===== config.mk =====
export PLATFORM = sky130hd
export DESIGN_NAME = cordic_result_collector_flat
export DESIGN_NICKNAME = d
export VERILOG_FILES = /design/src/rtl/cordic_pkg.sv /design/src/rtl/cordic_result_collector_if.sv /design/src/rtl/cordic_entry_ram.sv /design/src/rtl/cordic_result_collector.sv /design/src/flat_wrapper.sv
export SDC_FILE = /design/constraint.sdc
export NUM_CORES = 1
export LEC_CHECK = 0
export CORE_ASPECT_RATIO = 1.75
export CORE_UTILIZATION = 40
export DETAILED_ROUTE_END_ITERATION = 7
export GPL_TIMING_DRIVEN = 0
export PLACE_DENSITY_LB_ADDON = 0.12
export SLEW_MARGIN = 20
export SYNTH_ARGS = -nofsm -noshare
export SYNTH_HDL_FRONTEND = slang
export SYNTH_SLANG_ARGS = --single-unit

===== constraint.sdc =====
create_clock -name clk -period 7.9 [get_ports clk]
set_clock_uncertainty 0.05 [all_clocks]
set_input_delay 1.185 -clock clk [delete_from_list [all_inputs] [get_ports clk]]
set_output_delay 1.185 -clock clk [all_outputs]
set_load 0.01 [all_outputs]

===== src/rtl/cordic_pkg.sv =====
// Shared CORDIC definitions: operation encodings, Q16.16 constants and default widths.
// Imported by the result collector, its interface and the bench.
package cordic_pkg;

  localparam int CORDIC_DATA_W = 32;
  localparam int CORDIC_MODE_W = 4;

  typedef enum logic [CORDIC_MODE_W-1:0] {
    MODE_COS   = 4'd0,
    MODE_SIN   = 4'd1,
    MODE_ATAN  = 4'd2,
    MODE_COSH  = 4'd3,
    MODE_SINH  = 4'd4,
    MODE_ATANH = 4'd5,
    MODE_SQRT  = 4'd6,
    MODE_MUL   = 4'd7,
    MODE_DIV   = 4'd8
  } cordic_mode_e;

  localparam logic signed [CORDIC_DATA_W-1:0] Q16_ONE = 32'sd65536;

  // Ring pointers carry one extra wrap bit so full and empty are distinguishable.
  function automatic int ptr_bits(input int depth);
    return $clog2(depth) + 1;
  endfunction

endpackage


===== src/rtl/cordic_result_collector_if.sv =====
// Host request, core request/result and host read-port signals of the result collector.
// The collector takes the slave view; the host/core environment takes the master view.
interface cordic_result_collector_if
  import cordic_pkg::*;
#(
  parameter int DATA_W = CORDIC_DATA_W,
  parameter int MODE_W = CORDIC_MODE_W,
  parameter int TAG_W  = 8
);

  logic              in_valid;
  logic              in_ready;
  logic [MODE_W-1:0] in_mode;
  logic [DATA_W-1:0] in_angle;

  logic              core_pre_valid;
  logic [MODE_W-1:0] core_mode;
  logic [DATA_W-1:0] core_angle;
  logic              core_post_valid;
  logic [DATA_W-1:0] core_result;

  logic              out_valid;
  logic              out_ready;
  logic [TAG_W-1:0]  out_tag;
  logic [MODE_W-1:0] out_mode;
  logic [DATA_W-1:0] out_result;

  logic              err_orphan;

  modport slave (
    input  in_valid, in_mode, in_angle,
    input  core_post_valid, core_result,
    input  out_ready,
    output in_ready,
    output core_pre_valid, core_mode, core_angle,
    output out_valid, out_tag, out_mode, out_result,
    output err_orphan
  );

  modport master (
    output in_valid, in_mode, in_angle,
    output core_post_valid, core_result,
    output out_ready,
    input  in_ready,
    input  core_pre_valid, core_mode, core_angle,
    input  out_valid, out_tag, out_mode, out_result,
    input  err_orphan
  );

endinterface


===== src/rtl/cordic_entry_ram.sv =====
// Entry ring storage: tag/mode written at issue, result written at completion,
// head entry read asynchronously.
module cordic_entry_ram #(
  parameter int DEPTH  = 8,
  parameter int TAG_W  = 8,
  parameter int MODE_W = 4,
  parameter int DATA_W = 32,
  localparam int AW    = $clog2(DEPTH)
) (
  input  logic              clk,
  input  logic              tm_we,
  input  logic [AW-1:0]     tm_addr,
  input  logic [TAG_W-1:0]  tm_tag,
  input  logic [MODE_W-1:0] tm_mode,
  input  logic              res_we,
  input  logic [AW-1:0]     res_addr,
  input  logic [DATA_W-1:0] res_data,
  input  logic [AW-1:0]     rd_addr,
  output logic [TAG_W-1:0]  rd_tag,
  output logic [MODE_W-1:0] rd_mode,
  output logic [DATA_W-1:0] rd_result
);

  logic [TAG_W-1:0]  tag_mem  [DEPTH];
  logic [MODE_W-1:0] mode_mem [DEPTH];
  logic [DATA_W-1:0] res_mem  [DEPTH];

  // Tag/mode and result live in separate arrays so both write ports never collide.
  always_ff @(posedge clk) begin
    if (tm_we) begin
      tag_mem[tm_addr]  <= tm_tag;
      mode_mem[tm_addr] <= tm_mode;
    end
    if (res_we) begin
      res_mem[res_addr] <= res_data;
    end
  end

  assign rd_tag    = tag_mem[rd_addr];
  assign rd_mode   = mode_mem[rd_addr];
  assign rd_result = res_mem[rd_addr];

endmodule


===== src/rtl/cordic_result_collector.sv =====
// Issues host requests to an in-order CORDIC core, pairs each result with its tag/mode
// and buffers completed entries for a back-pressured host read port.
module cordic_result_collector
  import cordic_pkg::*;
#(
  parameter int DATA_W = CORDIC_DATA_W,
  parameter int MODE_W = CORDIC_MODE_W,
  parameter int TAG_W  = 8,
  parameter int DEPTH  = 8
) (
  input  logic                      clk,
  input  logic                      rst,
  cordic_result_collector_if.slave  bus
);

  localparam int AW = $clog2(DEPTH);
  localparam int PW = ptr_bits(DEPTH);
  localparam logic [PW-1:0] PTR_ONE = PW'(1);
  localparam logic [PW-1:0] CNT_FULL = PW'(DEPTH);

  logic [PW-1:0]     iptr_reg;
  logic [PW-1:0]     cptr_reg;
  logic [PW-1:0]     rptr_reg;
  logic [PW-1:0]     cnt_reg;
  logic [TAG_W-1:0]  seq_reg;
  logic              err_orphan_reg;
  logic              core_pre_valid_reg;
  logic [MODE_W-1:0] core_mode_reg;
  logic [DATA_W-1:0] core_angle_reg;

  logic              in_ready;
  logic              accept;
  logic              complete;
  logic              orphan;
  logic              out_valid;
  logic              pop;
  logic [TAG_W-1:0]  rd_tag;
  logic [MODE_W-1:0] rd_mode;
  logic [DATA_W-1:0] rd_result;

  // Space is reserved at accept, so a returning result always has an entry to land in.
  assign in_ready  = (cnt_reg != CNT_FULL);
  assign accept    = bus.in_valid & in_ready;
  assign complete  = bus.core_post_valid & (cptr_reg != iptr_reg);
  assign orphan    = bus.core_post_valid & (cptr_reg == iptr_reg);
  assign out_valid = (rptr_reg != cptr_reg);
  assign pop       = out_valid & bus.out_ready;

  always_ff @(posedge clk or posedge rst) begin
    if (rst) begin
      iptr_reg           <= '0;
      cptr_reg           <= '0;
      rptr_reg           <= '0;
      cnt_reg            <= '0;
      seq_reg            <= '0;
      err_orphan_reg     <= 1'b0;
      core_pre_valid_reg <= 1'b0;
      core_mode_reg      <= '0;
      core_angle_reg     <= '0;
    end else begin
      core_pre_valid_reg <= accept;
      if (accept) begin
        iptr_reg       <= iptr_reg + PTR_ONE;
        seq_reg        <= seq_reg + TAG_W'(1);
        core_mode_reg  <= bus.in_mode;
        core_angle_reg <= bus.in_angle;
      end
      if (complete) begin
        cptr_reg <= cptr_reg + PTR_ONE;
      end
      if (orphan) begin
        err_orphan_reg <= 1'b1;
      end
      if (pop) begin
        rptr_reg <= rptr_reg + PTR_ONE;
      end
      case ({accept, pop})
        2'b10:   cnt_reg <= cnt_reg + PTR_ONE;
        2'b01:   cnt_reg <= cnt_reg - PTR_ONE;
        default: cnt_reg <= cnt_reg;
      endcase
    end
  end

  cordic_entry_ram #(
    .DEPTH  (DEPTH),
    .TAG_W  (TAG_W),
    .MODE_W (MODE_W),
    .DATA_W (DATA_W)
  ) u_entry_ram (
    .clk       (clk),
    .tm_we     (accept),
    .tm_addr   (iptr_reg[AW-1:0]),
    .tm_tag    (seq_reg),
    .tm_mode   (bus.in_mode),
    .res_we    (complete),
    .res_addr  (cptr_reg[AW-1:0]),
    .res_data  (bus.core_result),
    .rd_addr   (rptr_reg[AW-1:0]),
    .rd_tag    (rd_tag),
    .rd_mode   (rd_mode),
    .rd_result (rd_result)
  );

  // Head fields read as zero when nothing is available, which also covers the reset state.
  assign bus.in_ready       = in_ready;
  assign bus.core_pre_valid = core_pre_valid_reg;
  assign bus.core_mode      = core_mode_reg;
  assign bus.core_angle     = core_angle_reg;
  assign bus.out_valid      = out_valid;
  assign bus.out_tag        = out_valid ? rd_tag    : '0;
  assign bus.out_mode       = out_valid ? rd_mode   : '0;
  assign bus.out_result     = out_valid ? rd_result : '0;
  assign bus.err_orphan     = err_orphan_reg;

endmodule

===== src/flat_wrapper.sv =====
// flat-port wrapper written by rule: the top's interface ports become plain ports
module cordic_result_collector_flat import cordic_pkg::*;
#(
  parameter int DATA_W = CORDIC_DATA_W,
  parameter int MODE_W = CORDIC_MODE_W,
  parameter int TAG_W  = 8,
  parameter int DEPTH  = 8
)
  (clk, rst, bus_in_valid, bus_in_mode, bus_in_angle, bus_core_post_valid, bus_core_result, bus_out_ready, bus_in_ready, bus_core_pre_valid, bus_core_mode, bus_core_angle, bus_out_valid, bus_out_tag, bus_out_mode, bus_out_result, bus_err_orphan);
  cordic_result_collector_if #(.DATA_W(DATA_W), .MODE_W(MODE_W), .TAG_W(TAG_W)) bus_i ();
  input  logic clk;
  input  logic rst;
  input wire logic [$bits(bus_i.in_valid)-1:0] bus_in_valid;
  input wire logic [$bits(bus_i.in_mode)-1:0] bus_in_mode;
  input wire logic [$bits(bus_i.in_angle)-1:0] bus_in_angle;
  input wire logic [$bits(bus_i.core_post_valid)-1:0] bus_core_post_valid;
  input wire logic [$bits(bus_i.core_result)-1:0] bus_core_result;
  input wire logic [$bits(bus_i.out_ready)-1:0] bus_out_ready;
  output wire logic [$bits(bus_i.in_ready)-1:0] bus_in_ready;
  output wire logic [$bits(bus_i.core_pre_valid)-1:0] bus_core_pre_valid;
  output wire logic [$bits(bus_i.core_mode)-1:0] bus_core_mode;
  output wire logic [$bits(bus_i.core_angle)-1:0] bus_core_angle;
  output wire logic [$bits(bus_i.out_valid)-1:0] bus_out_valid;
  output wire logic [$bits(bus_i.out_tag)-1:0] bus_out_tag;
  output wire logic [$bits(bus_i.out_mode)-1:0] bus_out_mode;
  output wire logic [$bits(bus_i.out_result)-1:0] bus_out_result;
  output wire logic [$bits(bus_i.err_orphan)-1:0] bus_err_orphan;
  assign bus_i.in_valid = bus_in_valid;
  assign bus_i.in_mode = bus_in_mode;
  assign bus_i.in_angle = bus_in_angle;
  assign bus_i.core_post_valid = bus_core_post_valid;
  assign bus_i.core_result = bus_core_result;
  assign bus_i.out_ready = bus_out_ready;
  assign bus_in_ready = bus_i.in_ready;
  assign bus_core_pre_valid = bus_i.core_pre_valid;
  assign bus_core_mode = bus_i.core_mode;
  assign bus_core_angle = bus_i.core_angle;
  assign bus_out_valid = bus_i.out_valid;
  assign bus_out_tag = bus_i.out_tag;
  assign bus_out_mode = bus_i.out_mode;
  assign bus_out_result = bus_i.out_result;
  assign bus_err_orphan = bus_i.err_orphan;
  cordic_result_collector #(.DATA_W(DATA_W), .MODE_W(MODE_W), .TAG_W(TAG_W), .DEPTH(DEPTH)) u_core (.clk(clk), .rst(rst), .bus(bus_i));
endmodule

==> flow_summary_export.csv <==
group,metric,value,unit
outcome,outcome,"completed",
sta,max_freq,234.5,MHz
place,portBuffers,156,
worst_setup_path,crit_chain,"buf_2 -> buf_1 -> mux4_2 -> mux2i_1 -> nor2_1 -> clkdlybuf4s50_1",
cells_and_area,largest_register_ffs,256,
cells_and_area,reg_top3,"u_core.u_entry_ram.res_mem (256), u_core.u_entry_ram.tag_mem (64)",
worst_setup_path,cp_slowest_stage_delay,630,ps
sta,finalSetupViolCount,0,
place,dpl.hpwl,23980,um
global_route,grt_max_degree,37,
power,power_leakage,7.088,nW
cts,post_cts_buffers,0,
global_route,antenna_found_initial,1,
sta,slew_headroom,40.43,%
sta,period_needed,4264,ps
cells_and_area,seq_area,0.01212,mm^2
sta,fin_setup_tns,0,ps
logic_synthesis,synthTopCellsByArea,"edfxtp_1 (66%), mux4_2 (12%), dfrtp_1 (9.6%), nand2_1 (2.9%), mux2i_1 (2.7%)",
logic_synthesis,syn_avg_cell_area,18.99,um^2
cts,cts_resized,0,
worst_setup_path,critPathKind,"reg -> out",
logic_synthesis,yosysMostFrequentCell,"edfxtp_1",
cts,cts.htree.levels,2,
global_route,grt_pass1_wl,53270,um
cts,ctsRootBufferMaster,"clkbuf_16",
sta,timing.final.max_slew_violations,0,
cells_and_area,antenna_cells,0,
worst_setup_path,crit_path_top_delay_cell,"buf_1",
power,powerDensity,376.9,mW/mm^2
logic_synthesis,syn_area,0.01613,mm^2
sta,fin_crit_sh,53.97,%
logic_synthesis,synth_top_area_cell,"edfxtp_1",
logic_synthesis,synth-seq-cells,414,
job,cap_violations,0,
cts,cts_tree,"done",
floorplanning,start_util,40.38,%
floorplanning,die_area,0.04115,mm^2
logic_synthesis,synth_nets,929,
global_route,grt.total_usage,17.63,%
worst_setup_path,startpoint,"u_core.rptr_reg[1]$_DFFE_PP0P_",
worst_setup_path,cp-start-kind,"flop",
global_route,first_global_vias,8865,
cells_and_area,area_growth,23.39,%
worst_setup_path,critPathRequiredTime,6660,ps
detailed_routing,remaining_drc_errors,0,
global_route,gr-total-overflow,0,
sta,rsz0062_at_grt,"false",
worst_setup_path,path_buf_inv,3,
worst_setup_path,cp_num_cells,6,
logic_synthesis,synth-edff-count,352,
logic_synthesis,yosysSeqAreaShare,75.17,%
cts,cts.reportedPaths.clkPinSlew,60,ps
logic_synthesis,synth_cell_types,35,
worst_setup_path,cp_max_fo,10,
logic_synthesis,synth_warnings,0,
detailed_routing,via_per_inst,5.104,
sta,worst_slew_pin_slew,892.6,ps
logic_synthesis,synth_top_area_share,65.55,%
logic_synthesis,synth_cells,849,
cells_and_area,fillerInstances,3358,
detailed_routing,postRouteAntennaNets,0,
min_path,min_path_type,"reg -> reg",
power,ir_worst_vdd,0.1771,mV
cts,cts_buffer_depth,3,
detailed_routing,avgRoutedWirePerCell,21.78,um
detailed_routing,dr.pass1.iters,4,
worst_setup_path,worstReg2RegStart,"u_core.cptr_reg[0]$_DFFE_PP0P_",
worst_setup_path,crit_end,"bus_out_result[28]",
detailed_routing,routed_wl,35090,um
floorplanning,rows,97,
cells_and_area,num-nets-final,1166,
sta,whs,423.0,ps
worst_setup_path,r2r_cells,8,
floorplanning,die_h,267.6,um
floorplanning,die_w,153.8,um
detailed_routing,drtIter0Drc,420,
logic_synthesis,ys_async_sr_fraction,14.98,%
worst_setup_path,crit_family,"buffers and inverters",
place,place_congestion,0.6952,
floorplanning,io_pins,157,
worst_setup_path,r2r_setup_slack,5000,ps
cts,clkLatencyLatePin,540,ps
logic_synthesis,synth_commonest_cells,"edfxtp_1 (352), nand2_1 (125), mux4_2 (88)",
worst_setup_path,end_kind,"output port",
cells_and_area,drive_gt1_share,21.68,%
logic_synthesis,synthFlopType,"edfxtp_1",
worst_setup_path,cp.arrival,3030,ps
worst_setup_path,worst_r2r_endpoint,"u_core.u_entry_ram.res_mem[4][19]$_DFFE_PP_",
cts,cts_hold_buffers,0,
cts,cts_buffers,38,
cells_and_area,multiInputGateArea,0.003799,mm^2
cts,cts.sinks,414,
cells_and_area,largest_register,"u_core.u_entry_ram.res_mem",
sta,hold_viol,0,
floorplanning,core-area,0.03993,mm^2
detailed_routing,num_vias,8222,
==> worst reg2reg max path: cells and delay by family (launching register included) <==
family,cells,cell delay [ps]
AND/OR/NAND/NOR,3,1110
buffers and inverters,4,910
flip-flops,1,380
XOR/XNOR,1,150
==> layout by cell type (no fill, tap or decap), types with 7 or more instances in the layout <==
cell             netlist  routed
buf_2                 23      24
buf_6                  5      13
mux2i_1               44      44
buf_4                  7      35
nand2_1              125     125
xnor2_1               14      14
ha_1                   7       7
nor2_1                52      49
clkbuf_1               4      13
clkdlybuf4s50_1        0     156
mux4_2                88      88
edfxtp_1             352     352
clkbuf_16              0      38
xor2_1                15      15
dfrtp_1               62      62
clkinv_2               0      12
==> metrics by stage <==
| step | power (mW) | util, % | instance area (um^2) | setup slack, ps | std cells |
|---|---|---|---|---|---|
| 2_1_floorplan | 4.592 | - | 16130 | 3641 | 849 |
| 3_3_place_gp | 5.798 | 45.85 | 18310 | 217.8 | 1500 |
| 3_5_place_dp | 5.911 | 46.98 | 18760 | 4107 | 1541 |
| 4_1_cts | 7.640 | 49.83 | 19900 | 3523 | 1611 |
| 5_1_grt | 7.899 | 49.83 | 19900 | 3476 | 1611 |
| 6_report | 7.499 | 49.83 | 19900 | 3636 | 1611 |
==> worst min path at each step <==
stage | startpoint | endpoint | slack (ps) | cells past startpoint
finish | u_core.bus.core_angle[2]$_DFFE_PP0P_ | u_core.bus.core_angle[2]$_DFFE_PP0P_ | 420 | 2
global route | u_core.bus.core_angle[2]$_DFFE_PP0P_ | u_core.bus.core_angle[2]$_DFFE_PP0P_ | 440 | 2
CTS | u_core.cnt_reg[3]$_DFFE_PP0P_ | u_core.cnt_reg[3]$_DFFE_PP0P_ | 430 | 1
detailed placement | u_core.bus.core_angle[16]$_DFFE_PP0P_ | u_core.bus.core_angle[16]$_DFFE_PP0P_ | 410 | 2
global placement | u_core.cnt_reg[3]$_DFFE_PP0P_ | u_core.cnt_reg[3]$_DFFE_PP0P_ | 400 | 1
floorplan | u_core.cnt_reg[3]$_DFFE_PP0P_ | u_core.cnt_reg[3]$_DFFE_PP0P_ | 390 | 1
==> where the power goes <==
group	internal (mW)	switching [mW]	total, mW
logic	1.41	1.41	2.82
registers	2.81	0.150	2.96
clock network	0.928	0.792	1.72
total	5.15	2.35	7.50
==> layout make-up <==
| cell class | count | area share (%) |
|---|---|---|
| clock buffer | 47 | 4.949 |
| timing repair buffer | 197 | 9.734 |
| sequential | 414 | 60.92 |
| tap | 495 | 3.113 |
| clock inverter | 23 | 0.7734 |
| inverter | 5 | 0.1069 |
| multi-input combinational | 385 | 19.09 |
| buffer | 45 | 1.314 |
==> cell families after synthesis <==
group | synth area share (%)
AO/OA/AOI/OAI | 0.2017
XOR/XNOR | 1.575
adder cells (fa/ha/maj) | 0.5431
buffers and inverters | 1.738
flip-flops | 75.17
multiplexers | 15.23
AND/OR/NAND/NOR | 5.540
==> per-layer routing <==
layer | track usage (%) | share of wire, % | vias to the layer above
li1 | - | - | 3746
met1 | 19.96 | 38 | 4265
met2 | 33.82 | 57 | 171
met3 | 2.961 | 3.4 | 38
met4 | 4.757 | 1.7 | 2
met5 | 0 | 0.031 | -
No activity file was read; power rests on OpenSTA's default activity.
